File: config.mk
export PLATFORM = sky130hd
export DESIGN_NAME = seq_detector_param
export DESIGN_NICKNAME = d
export VERILOG_FILES = /design/src/rtl/seq_det_pkg.sv /design/src/rtl/seq_det_history.sv /design/src/rtl/seq_detector_param.sv
export SDC_FILE = /design/constraint.sdc
export NUM_CORES = 1
export LEC_CHECK = 0
export CAP_MARGIN = 20
export CELL_PAD_IN_SITES_DETAIL_PLACEMENT = 0
export CELL_PAD_IN_SITES_GLOBAL_PLACEMENT = 1
export CORE_MARGIN = 3
export CORE_UTILIZATION = 45
export DETAILED_ROUTE_END_ITERATION = 7
export PLACE_DENSITY_LB_ADDON = 0.1
export SLEW_MARGIN = 20
export SYNTH_ARGS = -nofsm -noshare
export SYNTH_HDL_FRONTEND = slang
export SYNTH_HIERARCHICAL = 1
export SYNTH_SLANG_ARGS = --single-unit
export TNS_END_PERCENT = 30
File: constraint.sdc
create_clock -name clock -period 5.05 [get_ports clock]
set_input_delay 1.01 -clock clock [delete_from_list [all_inputs] [get_ports clock]]
set_output_delay 1.01 -clock clock [all_outputs]
set_load 0.01 [all_outputs]
File: src/rtl/seq_det_pkg.sv
// rtl/seq_det_pkg.sv - shared state encoding and reset configuration for the sequence detector
// Contents: seq_det_state_t (UNCFG/FILL/HUNT/MATCH), SEQ_DET_RST_PAT, SEQ_DET_RST_LEN.
package seq_det_pkg;

    typedef enum logic [1:0] {
        UNCFG = 2'b00,
        FILL  = 2'b01,
        HUNT  = 2'b10,
        MATCH = 2'b11
    } seq_det_state_t;

    localparam logic [31:0] SEQ_DET_RST_PAT = 32'b1011;
    localparam int          SEQ_DET_RST_LEN = 4;

endpackage

File: src/rtl/seq_det_history.sv
// rtl/seq_det_history.sv - serial history shift register, fill counter and pattern compare
// Ports: clock, reset (async, active-high), clear (restart), shift (accepted bit), bit_in,
//        pat/len/ovl (active configuration), hit (post-shift match), full (post-shift fill >= len).
module seq_det_history
    import seq_det_pkg::*;
#(
    parameter int MAX_LEN = 8,
    parameter int LEN_W   = $clog2(MAX_LEN + 1)
) (
    input  logic               clock,
    input  logic               reset,
    input  logic               clear,
    input  logic               shift,
    input  logic               bit_in,
    input  logic [MAX_LEN-1:0] pat,
    input  logic [LEN_W-1:0]   len,
    input  logic               ovl,
    output logic               hit,
    output logic               full
);

    logic [MAX_LEN-1:0] hist;
    logic [MAX_LEN-1:0] hist_next;
    logic [MAX_LEN-1:0] mask;
    logic [LEN_W-1:0]   fill;
    logic [LEN_W-1:0]   fill_next;

    // hit/full describe the state after the bit currently offered is shifted in,
    // so the FSM can move to MATCH on the same edge that accepts the bit.
    always_comb begin
        hist_next = {hist[MAX_LEN-2:0], bit_in};
        fill_next = (fill == LEN_W'(MAX_LEN)) ? fill : fill + 1'b1;
        mask      = '0;
        for (int i = 0; i < MAX_LEN; i++) begin
            mask[i] = (i < int'(len));
        end
        full = (len != '0) && (fill_next >= len);
        hit  = full && ((hist_next & mask) == (pat & mask));
    end

    always_ff @(posedge clock or posedge reset) begin
        if (reset) begin
            hist <= '0;
            fill <= '0;
        end else if (clear) begin
            hist <= '0;
            fill <= '0;
        end else if (shift) begin
            hist <= hist_next;
            // Non-overlapping mode forgets every bit consumed by a match.
            fill <= (hit && !ovl) ? '0 : fill_next;
        end
    end

endmodule

File: src/rtl/seq_detector_param.sv
// rtl/seq_detector_param.sv - runtime-configurable serial pattern detector (Moore output)
// Ports: clock, reset (async, active-high), sequence_in/in_valid (serial bit stream),
//        cfg_load/cfg_pattern/cfg_len/cfg_overlap (configuration, restarts detection),
//        detector_out (MATCH decode), state_out (FSM state),
//        match_count (saturating hit counter, only when SEQ_DET_MATCH_COUNT_EN is defined).
module seq_detector_param
    import seq_det_pkg::*;
#(
    parameter int MAX_LEN = 8,
    parameter int CNT_W   = 16
) (
    input  logic                         clock,
    input  logic                         reset,
    input  logic                         sequence_in,
    input  logic                         in_valid,
    input  logic                         cfg_load,
    input  logic [MAX_LEN-1:0]           cfg_pattern,
    input  logic [$clog2(MAX_LEN+1)-1:0] cfg_len,
    input  logic                         cfg_overlap,
    output logic                         detector_out,
    output logic [1:0]                   state_out
`ifdef SEQ_DET_MATCH_COUNT_EN
    ,
    output logic [CNT_W-1:0]             match_count
`endif
);

    localparam int LEN_W   = $clog2(MAX_LEN + 1);
    localparam int RST_LEN = (SEQ_DET_RST_LEN > MAX_LEN) ? MAX_LEN : SEQ_DET_RST_LEN;

    seq_det_state_t     state;
    logic [MAX_LEN-1:0] pat;
    logic [LEN_W-1:0]   len;
    logic               ovl;
    logic [LEN_W-1:0]   cfg_len_eff;
    logic               accept;
    logic               hit;
    logic               full;

    assign cfg_len_eff = (cfg_len > LEN_W'(MAX_LEN)) ? LEN_W'(MAX_LEN) : cfg_len;

    // A bit landing in the same cycle as cfg_load is dropped; len 0 disables input.
    assign accept = in_valid && !cfg_load && (len != '0);

    seq_det_history #(
        .MAX_LEN (MAX_LEN),
        .LEN_W   (LEN_W)
    ) u_history (
        .clock  (clock),
        .reset  (reset),
        .clear  (cfg_load),
        .shift  (accept),
        .bit_in (sequence_in),
        .pat    (pat),
        .len    (len),
        .ovl    (ovl),
        .hit    (hit),
        .full   (full)
    );

    always_ff @(posedge clock or posedge reset) begin
        if (reset) begin
            pat   <= MAX_LEN'(SEQ_DET_RST_PAT);
            len   <= LEN_W'(RST_LEN);
            ovl   <= 1'b1;
            state <= FILL;
        end else if (cfg_load) begin
            pat   <= cfg_pattern;
            len   <= cfg_len_eff;
            ovl   <= cfg_overlap;
            state <= (cfg_len_eff == '0) ? UNCFG : FILL;
        end else if (len == '0) begin
            state <= UNCFG;
        end else if (accept) begin
            if (hit) begin
                state <= MATCH;
            end else if (full) begin
                state <= HUNT;
            end else begin
                state <= FILL;
            end
        end
    end

    assign state_out    = state;
    assign detector_out = (state == MATCH);

`ifdef SEQ_DET_MATCH_COUNT_EN
    // Every accepted hit is an entry into MATCH, including MATCH -> MATCH in overlap mode.
    always_ff @(posedge clock or posedge reset) begin
        if (reset) begin
            match_count <= '0;
        end else if (cfg_load) begin
            match_count <= '0;
        end else if (accept && hit && (match_count != {CNT_W{1'b1}})) begin
            match_count <= match_count + 1'b1;
        end
    end
`endif

endmodule

# Word level (Yosys, flattened, before mapping)
# Cells that the tools add are included.
# W data, S select, Z words.
[op_classes]
addsub = 1
multipliers = 0
n_div = 0
order_cmp = 10
n_eq_ne = 3
n_shift = 0
n_mux = 13
bitwise_logic = 2
n_reduce_logical = 12
[ops]
columns = ["cell", "n"]
rows = [
  ["$mux W4", 5],
  ["$and A8 B8 Y8", 2],
  ["$lt A3 B4 Y1 const A", 4],
  ["$mux W7", 2],
  ["$mux W2", 5],
  ["$eq A8 B8 Y1", 1],
  ["$logic_not A4 Y1", 2],
  ["$lt A1 B4 Y1 const A", 2],
  ["$lt A2 B4 Y1 const A", 2],
  ["$logic_and A1 B1 Y1", 5],
  ["$add A4 B1 Y4 const B", 1],
  ["$eq A4 B4 Y1 const B", 1],
  ["$ge A4 B4 Y1", 1],
  ["$gt A4 B4 Y1 const B", 1],
  ["$reduce_bool A4 Y1", 1],
  ["$reduce_bool A3 Y1", 1],
  ["$eq A2 B2 Y1 const B", 1],
  ["$logic_not A1 Y1", 2],
  ["$reduce_bool A2 Y1", 1],
  ["$mux W1", 1],
]
[totals]
reg_bits = 26
latchBits = 0
ramBits = 0
romBits = 0
input_bits = 18
wordCells = 47
n_memories = 0

# Logic depth before layout (Yosys ltp)
# Gate-level depths: netlist (run 1).
[depth]
ltp_word = 9
mapped_depth = 12
depth_no_buf = 12

# Modules after synthesis
# Netlist (run 1), hierarchy kept.
[modules_own_cells]
columns = ["module", "n_inst", "cells_each", "area_per_inst_um2", "seq_area_each_um2"]
rows = [
  ["seq_det_history", 1, 86, 814.5, 275.3],
  ["seq_detector_param", 1, 45, 615.6, 382.9],
]

# Worst setup path before layout (run 1)
# Ideal clock, no wire load.
[synth_path]
path_kind = "flip-flop to flip-flop"
startpoint = "register u_history.fill[0]"
endpoint = "register state[0] (netlist: state_out[0])"
t_arrival_ns = 2.222
required_time_ns = 4.958
path_slack_ns = 2.737
path_stages_with_launch = 13
synth_period_minus_slack_ns = 2.313
path_cell_list = "dfrtp_1 > inv_1 > ha_1 > nand2_1 > nor2_1 > xnor2_1 > ha_1 > nand2b_1 > a2111oi_2 > nor4_1 > and3_2 > o22ai_1 > o22ai_1"
[synth_via]
elab_chain_len = 9
word_cells_on_any_way = 11
classes_between = "1 x add/sub; 1 x order compare; 1 x eq/ne; 6 x mux; 2 x reduce/logical"
[synth_lines]
columns = ["element", "line", "source"]
rows = [
  ["start, declared", "seq_det_history.sv:25", "logic [LEN_W-1:0] fill;"],
  ["start signal, assigned", "seq_det_history.sv:51", "fill <= (hit && !ovl) ? '0 : fill_next;"],
  ["$add A4 B1 Y4 / $eq A4 B4 Y1 (equally long branches)", "seq_det_history.sv:32", "fill_next = (fill == LEN_W'(MAX_LEN)) ? fill : fill + 1'b1;"],
  ["$mux W4 (*)", "seq_det_history.sv:32", ""],
  ["$ge A4 B4 Y1 (*)", "seq_det_history.sv:37", "full = (len != '0) && (fill_next >= len);"],
  ["$logic_and A1 B1 Y1 (*)", "seq_det_history.sv:37", ""],
  ["$logic_and A1 B1 Y1 (*)", "seq_det_history.sv:38", "hit = full && ((hist_next & mask) == (pat & mask));"],
  ["named net hit", "seq_detector_param.sv:37", "logic hit;"],
  ["$mux W2 (*)", "seq_detector_param.sv:75", "if (hit) begin"],
  ["$mux W2 (*)", "seq_detector_param.sv:74", "end else if (accept) begin"],
  ["$mux W2 (*)", "seq_detector_param.sv:72", "end else if (len == '0) begin"],
  ["$mux W2 (*)", "seq_detector_param.sv:67", "end else if (cfg_load) begin"],
  ["end signal, assigned", "seq_detector_param.sv:71", "state <= (cfg_len_eff == '0) ? UNCFG : FILL;"],
  ["end, declared", "seq_detector_param.sv:31", "seq_det_state_t state;"],
]
# The timed path passes the listed nets; every way through them passes the cells marked *. The select of a mux whose other input is x is not followed.
# A chain may end at the register's enable or synchronous reset.

# Worst setup path after layout (run 1)
[layout_path]
startpoint = "input port cfg_load"
endpoint = "register u_history.fill[0]"
[layout_via]
elab_chain_len = 4
word_cells_on_any_way = 5
classes_between = "1 x mux; 4 x reduce/logical"
[layout_lines]
columns = ["element", "line", "source"]
rows = [
  ["start, declared", "seq_detector_param.sv:16", "input logic cfg_load,"],
  ["$logic_not A1 Y1", "seq_detector_param.sv:43", "assign accept = in_valid && !cfg_load && (len != '0);"],
  ["$logic_and A1 B1 Y1 (2 in a row)", "seq_detector_param.sv:43", ""],
  ["named net accept", "seq_detector_param.sv:36", "logic accept;"],
  ["$reduce_bool A2 Y1 (no line)", "--", ""],
]
# The timed path passes the listed nets, and every way through them passes these cells.

==> results of run 1 <==
[registers in the layout, summed over array words and instances (netlist names)]
name / count
len: 4
u_history/hist: 7
state_out: 2
u_history/fill: 4
ovl: 1
pat: 8
[layout make-up]
| cell class | instances | share of cell area |
|---|---|---|
| Multi-Input combinational cell | 91 | 0.414 |
| Sequential cell | 26 | 0.381 |
| Timing Repair Buffer | 21 | 0.120 |
| Tap cell | 42 | 0.0304 |
| Inverter | 11 | 0.0239 |
| Clock inverter | 1 | 0.0174 |
| Clock buffer | 3 | 0.0130 |
[worst paths after layout]
check / slack (ns) / to / cells past startpoint / start
worst max-delay path: 2.12 / u_history/fill[0]$_DFFE_PP0P_ / 8 / cfg_load
worst min-delay path: 0.55 / pat[5]$_DFFE_PP0P_ / 1 / pat[5]$_DFFE_PP0P_
worst max register to register: 2.46 / state_out[0]$_DFFE_PP1P_ / 12 / u_history/fill[0]$_DFFE_PP0P_
worst min register to register: 0.55 / pat[5]$_DFFE_PP0P_ / 1 / pat[5]$_DFFE_PP0P_
max in group asynchronous: 3.55 / pat[2]$_DFFE_PP0P_ / 2 / reset
min in group asynchronous: 1.01 / u_history/fill[0]$_DFFE_PP0P_ / 2 / reset
[metal layers]
layer / up-vias / track usage / wire (µm)
li1: 509 / - / -
met1: 475 / 0.207 / 1270
met2: 23 / 0.234 / 1270
met3: 4 / 0.0288 / 103
met4: 0 / 0.0579 / 31
met5: - / 0 / 0
[cells by family (layout without fill, tap and decap cells)]
kind of cell,count (synthesis),count (layout),share of synthesized area
and+or+nand+nor,35,35,0.122
AOI/OAI and AO/OA,23,23,0.137
adders and majority gates,6,6,0.0525
xor gates and xnor gates,10,10,0.0612
DFF,26,26,0.460
buffers and inverters,14,36,0.0394
muxes,17,17,0.128
[where the power goes]
group          switching, W  internal (W)
logic             0.0000394     0.0000473
clock network     0.0000609     0.0000803
registers         0.0000155      0.000225
total              0.000116      0.000352
[through the flow]
step           hold WS, ns  worst slack [ns]  area [µm²]  utilization
3_3_place_gp         0.519              1.87        1680        0.578
3_5_place_dp         0.523              1.77        1680        0.578
5_1_grt              0.580              1.91        1730        0.596
2_1_floorplan        0.499              2.74        1430            -
4_1_cts              0.555              2.13        1730        0.596
6_report             0.551              2.12        1730        0.596
[layout by cell type (no fill, tap or decap), types with 2 or more instances in the layout]
cell type,synthesis,layout
a211oi_1,2,2
o2bb2ai_1,3,3
mux2_2,10,10
clkbuf_4,0,3
and3_2,2,2
ha_1,6,6
nand2b_1,2,2
a22o_1,3,3
nor4_1,2,2
nor3_1,2,2
mux2i_1,7,7
nor2_1,16,16
dfstp_2,6,6
xnor2_1,9,9
nand3_1,2,2
nand2_1,7,7
o22ai_1,4,4
clkdlybuf4s50_1,0,20
dfrtp_1,20,20
o21ai_0,5,5
inv_1,11,11
[critical path: cells and delay by family]
family	cells	cell delay (ns)
buf+inv	3	0.76
simple gates	2	0.88
compound gates	3	0.52
==> results.md, run 1 <==
- DIE AREA: 3890 µm²
- ANT nets after route: 0
- Final TNS setup: 0 ns
- Initial Utilization: 0.493
- Rows: 19
- # DRC: 0
- Max-cap violations: 0
- Post-CTS Hold Buffers: 0
- CTS tree: yes
- Largest net degree at the start of global routing: 24
- Multi-input logic area: about 700 µm²
- Clock Pin Slew Worst Setup and Hold Paths: 0.14 ns
- Area added between synthesis and finish: 20.8%
- Post_cts resized: 0
- Number of buffers created by CTS: 3
- Mean Syn Cell Area: roughly 11 µm²
- WS Path Type: in2reg
- Arrival @ worst endpoint: around 3.2 ns
- Slowest cell on crit path: nor2_1
- Endpoints failing setup: 0
- Setup bufs post-CTS: 0
- Vias in the first global route: 1008
- H-tree level count: 1
- GRT overflow: 0
- Seq/Total Area, Yosys: 0.460
- Most common cell in the netlist: dfrtp_1
- Nets: between 150 and 200
- Root buf cell: clkbuf_4
- Via density: between 5 and 6
- Max-slew violation count: 0
- Library cells used by synthesis: 31
- Die W: approximately 62 µm
- I/O pin count: 21
- Peak VDD IR: 0.174 mV
- Relative slew slack: 0.412
- Cells after synthesis: ~130
- Drt pass-1 iters: 4
- Vias: approximately 1000
- Max Freq: 341 MHz
- RSZ-0062 raised after global routing: no
- Final Routed Wirelength: 2680 µm
- Critical Path RT: ~5.3 ns
- Synthesized area: ~1400 µm²
- Leakage: 0.721 nW
- Final instance count without filler cells: slightly below 200
- Core area: approximately 2900 µm²
- Worst clock skew: 0.00386 ns
- Initial antenna violation count: 0
- Post-synth top area share: 0.350
- Synth top cells by count: 20 x dfrtp_1, 16 x nor2_1, 11 x inv_1
- Post-layout minimum cycle time: 2.93 ns
- Routability cong.: ~0.75
- Die Y: a little over 60 µm
- Power per cell area: between 200 and 300 nW/µm²
- #FFs+latches synth: 26
- Yosys top cell by area: dfrtp_1
- Hold Path Class: reg2reg
- Total GRT Usage: 0.150
- Clock Latency Late Sink: 0.32 ns
- Initial DRC Count: 36
- EDFF count, synth: 0
- Antenna fix cells: 0
- Post-synth ARST share: 1.00
- Top FF cell, synth: dfrtp_1
- Top post-synthesis cells by area: dfrtp_1 35%, dfstp_2 11%, mux2_2 7.9%, xnor2_1 5.5%, ha_1 5.2%
- Yosys warnings: 6
- Register area: ~660 µm²
- Final period util: 0.580
- Share of cells above drive strength 1: 0.190
- Critical path peak fanout: 23
- Net Count, Synth: roughly 160
- Worst-Margin Slew: approximately 0.88 ns
- CTS Buffer Depth: 2
- Fillers: between 200 and 300
- CP Cell Sequence: clkdlybuf4s50_1, buf_4, inv_1, o41ai_2, nor2_1, nand2b_1, a41o_2, o21ai_0
- Startpoint types: input port
- Mean routed wirelength per cell: 13.7 µm
- Dpl cells: approximately 190
- Clk sinks: 26
- Status: finished, final reports clean
- Crit path largest cell delay: about 0.7 ns
- Crit path capture type: flop
- Total chip power: 0.000468 W
- Final hold violation count: 0
- Hpwl dp: 2080 µm
- First-pass GRT wire length: 4700 µm
- Port bufs: 20
(Power assumes the default switching activity.)
==> run 2, diff against run 1 <==
--- a/config.mk
+++ b/config.mk
@@ -9,7 +9,7 @@
 export CELL_PAD_IN_SITES_DETAIL_PLACEMENT = 0
 export CELL_PAD_IN_SITES_GLOBAL_PLACEMENT = 1
 export CORE_MARGIN = 3
-export CORE_UTILIZATION = 45
+export CORE_UTILIZATION = 42
 export DETAILED_ROUTE_END_ITERATION = 7
 export PLACE_DENSITY_LB_ADDON = 0.1
 export SLEW_MARGIN = 20
==> constraint.sdc (replaced) <==
create_clock -name clock -period 3.1 [get_ports clock]
set_input_delay 0.62 -clock clock [delete_from_list [all_inputs] [get_ports clock]]
set_output_delay 0.62 -clock clock [all_outputs]
set_load 0.01 [all_outputs]
==> run 2 against run 1 <==
  * Non-clock buffer count is 1 higher
  * Largest cell class unchanged
  * Design area is 0.36% lower
  * Wire length is 3.1% higher
  * Sequential cell count stayed put
  * Setup slack worse by 1.7 ns
  * Clock power is 24% higher
  * Largest power group unchanged
  * Register-to-register slack worse by 2.0 ns
  * Global-route usage is 0.26 points lower
==> results.md, run 2 (synthesized netlist as in run 1, its figures left out) <==
- Post_cts resized: 0
- Peak VDD IR: around 0.22 mV
- Critical path endpoint: state_out[1]$_DFFE_PP0P_
- Leakage: 0.720 nW
- Nets: roughly 180
- Mean routed wirelength per cell: 14.0 µm
- DIE AREA: a little over 4000 µm²
- Most frequent cells in the layout: 20 x clkdlybuf4s50_1, 20 x dfrtp_1, 16 x nor2_1, 11 x inv_1, 10 x mux2_2
- Die Y: about 64 µm
- Seq pwr share: 0.551
- Share of cells above drive strength 1: 0.195
- Max FFs per register: 8
- Startpoint types: flop
- I/O pin count: 21
- H-tree level count: 1
- Relative slew slack: 0.580
- GRT overflow: 0
- Clock Pin Slew Worst Setup and Hold Paths: ~0.15 ns
- CP Launch Point: u_history/fill[0]$_DFFE_PP0P_
- Largest regs: pat: 8 flops, u_history/hist: 7 flops
- Sw frac: 0.274
- Status: finished, final reports clean
- Post-layout minimum cycle time: about 2.7 ns
- Final period util: 0.867
- Vias: 1016
- Max Freq: between 300 and 400 MHz
- CTS tree: yes
- Reg-to-reg slack, setup: between 0.4 and 0.5 ns
- Final Routed Wirelength: approximately 2800 µm
- Reg-to-Reg Start: u_history/fill[0]$_DFFE_PP0P_
- Gate power share: 0.202
- Antenna fix cells: 0
- Final Util: 0.546
- Initial DRC Count: 35
- Worst Reg2Reg Path Length in Cells: 12
- Total GRT Usage: 0.147
- Initial Utilization: 0.454
- Setup bufs post-CTS: 0
- Arrival @ worst endpoint: between 2 and 3 ns
- Crit path capture type: flop
- Die W: about 64 µm
- RSZ-0062 raised after global routing: no
- Endpoints failing setup: 0
- Hold Path Class: reg2reg
- CTS Buffer Depth: 2
- Worst-Margin Slew: roughly 0.63 ns
- Max-cap violations: 0
- Hpwl dp: roughly 2000 µm
- Drt pass-1 iters: 4
- # DRC: 0
- Number of buffers created by CTS: 3
- Vias in the first global route: ~1100
- Largest net degree at the start of global routing: 23
- Initial antenna violation count: 0
- Critical path peak fanout: 4
- Core area: 3150 µm²
- Critical Path RT: 3.35 ns
- Clk sinks: 26
- WS Path Type: reg2reg
- Rows: 20
- Largest reg by FF count: pat
- Worst clock skew: around 0.014 ns
- Root buf cell: clkbuf_4
- Via density: about 5
- Area added between synthesis and finish: 20.4%
- Final hold violation count: 0
- FF-to-FF End: state_out[1]$_DFFE_PP0P_
- Routability cong.: 0.828
- Hold Path Depth: 1
- Max-slew violation count: 0
- Post-CTS Hold Buffers: 0
- Net Sw Power: slightly below 0.0002 W
- Port bufs: 20
- Internal power: roughly 0.00052 W
- First-pass GRT wire length: between 4000 and 5000 µm
- ANT nets after route: 0
- Power per cell area: about 410 nW/µm²
- Clock Latency Late Sink: 0.33 ns
- Final TNS setup: 0 ns
- Clock power share: 0.247
run 2: cell types whose count changed in the layout (fill, tap and decap cells not counted):
cell,delta
bufinv_16,-1
buf_4,+1
clkbuf_8,+1
run 2: critical path, cell delays in order, from the launching register on:
cell and delay, ns:
dfrtp_1 0.42, inv_1 0.08, ha_1 0.19, nand2_1 0.08
nor2_1 0.05, xnor2_1 0.15, ha_1 0.28, nand2b_1 0.11
a2111oi_2 0.08, nor4_1 0.56, and3_2 0.31, nor2_1 0.04
a211oi_1 0.25
run 2: how the worst min path moves through the flow:
stage / start / end / slack (ns)
6_report: pat[6]$_DFFE_PP0P_ / pat[6]$_DFFE_PP0P_ / 0.55
5_1_grt: pat[6]$_DFFE_PP0P_ / pat[6]$_DFFE_PP0P_ / 0.58
4_1_cts: pat[6]$_DFFE_PP0P_ / pat[6]$_DFFE_PP0P_ / 0.55
3_5_place_dp: pat[6]$_DFFE_PP0P_ / pat[6]$_DFFE_PP0P_ / 0.52
3_3_place_gp: pat[5]$_DFFE_PP0P_ / pat[5]$_DFFE_PP0P_ / 0.52
2_1_floorplan: reset / u_history/fill[0]$_DFFE_PP0P_ / 0.47
run 2: cell type report:
cell class	instances	area [µm²]
Inverter	11	41.3
Timing Repair Buffer	22	215
Fill cell	288	1430
Sequential cell	26	658
Clock buffer	4	36.3
Multi-Input combinational cell	91	716
Tap cell	44	55.1
run 2: metal layers:
metal	global-route usage	vias to the layer above	part of all wire
met5	0	-	0
met4	0.0686	0	0.014
met3	0.0158	4	0.024
met2	0.240	14	0.49
met1	0.196	488	0.47
li1	-	510	-
run 2: power groups by stage:
stage                     logic [W]  registers [W]  clock network (W)
after detailed placement   0.000145       0.000398                  0
after global placement     0.000142       0.000397                  0
after global routing       0.000158       0.000396           0.000195
after CTS                  0.000146       0.000392           0.000180
final                      0.000143       0.000391           0.000175
after floorplan           0.0000937       0.000393                  0
run 2: stage by stage:
step	hold WS (ns)	total power [W]	setup WS (ns)	std cells	area [µm²]
floorplan	0.472	0.000486	0.787	131	1430
global placement	0.516	0.000539	0.682	194	1690
detailed placement	0.520	0.000542	0.478	194	1690
finish	0.548	0.000710	0.414	198	1720
global route	0.578	0.000750	0.266	198	1720
CTS	0.551	0.000717	0.442	198	1720
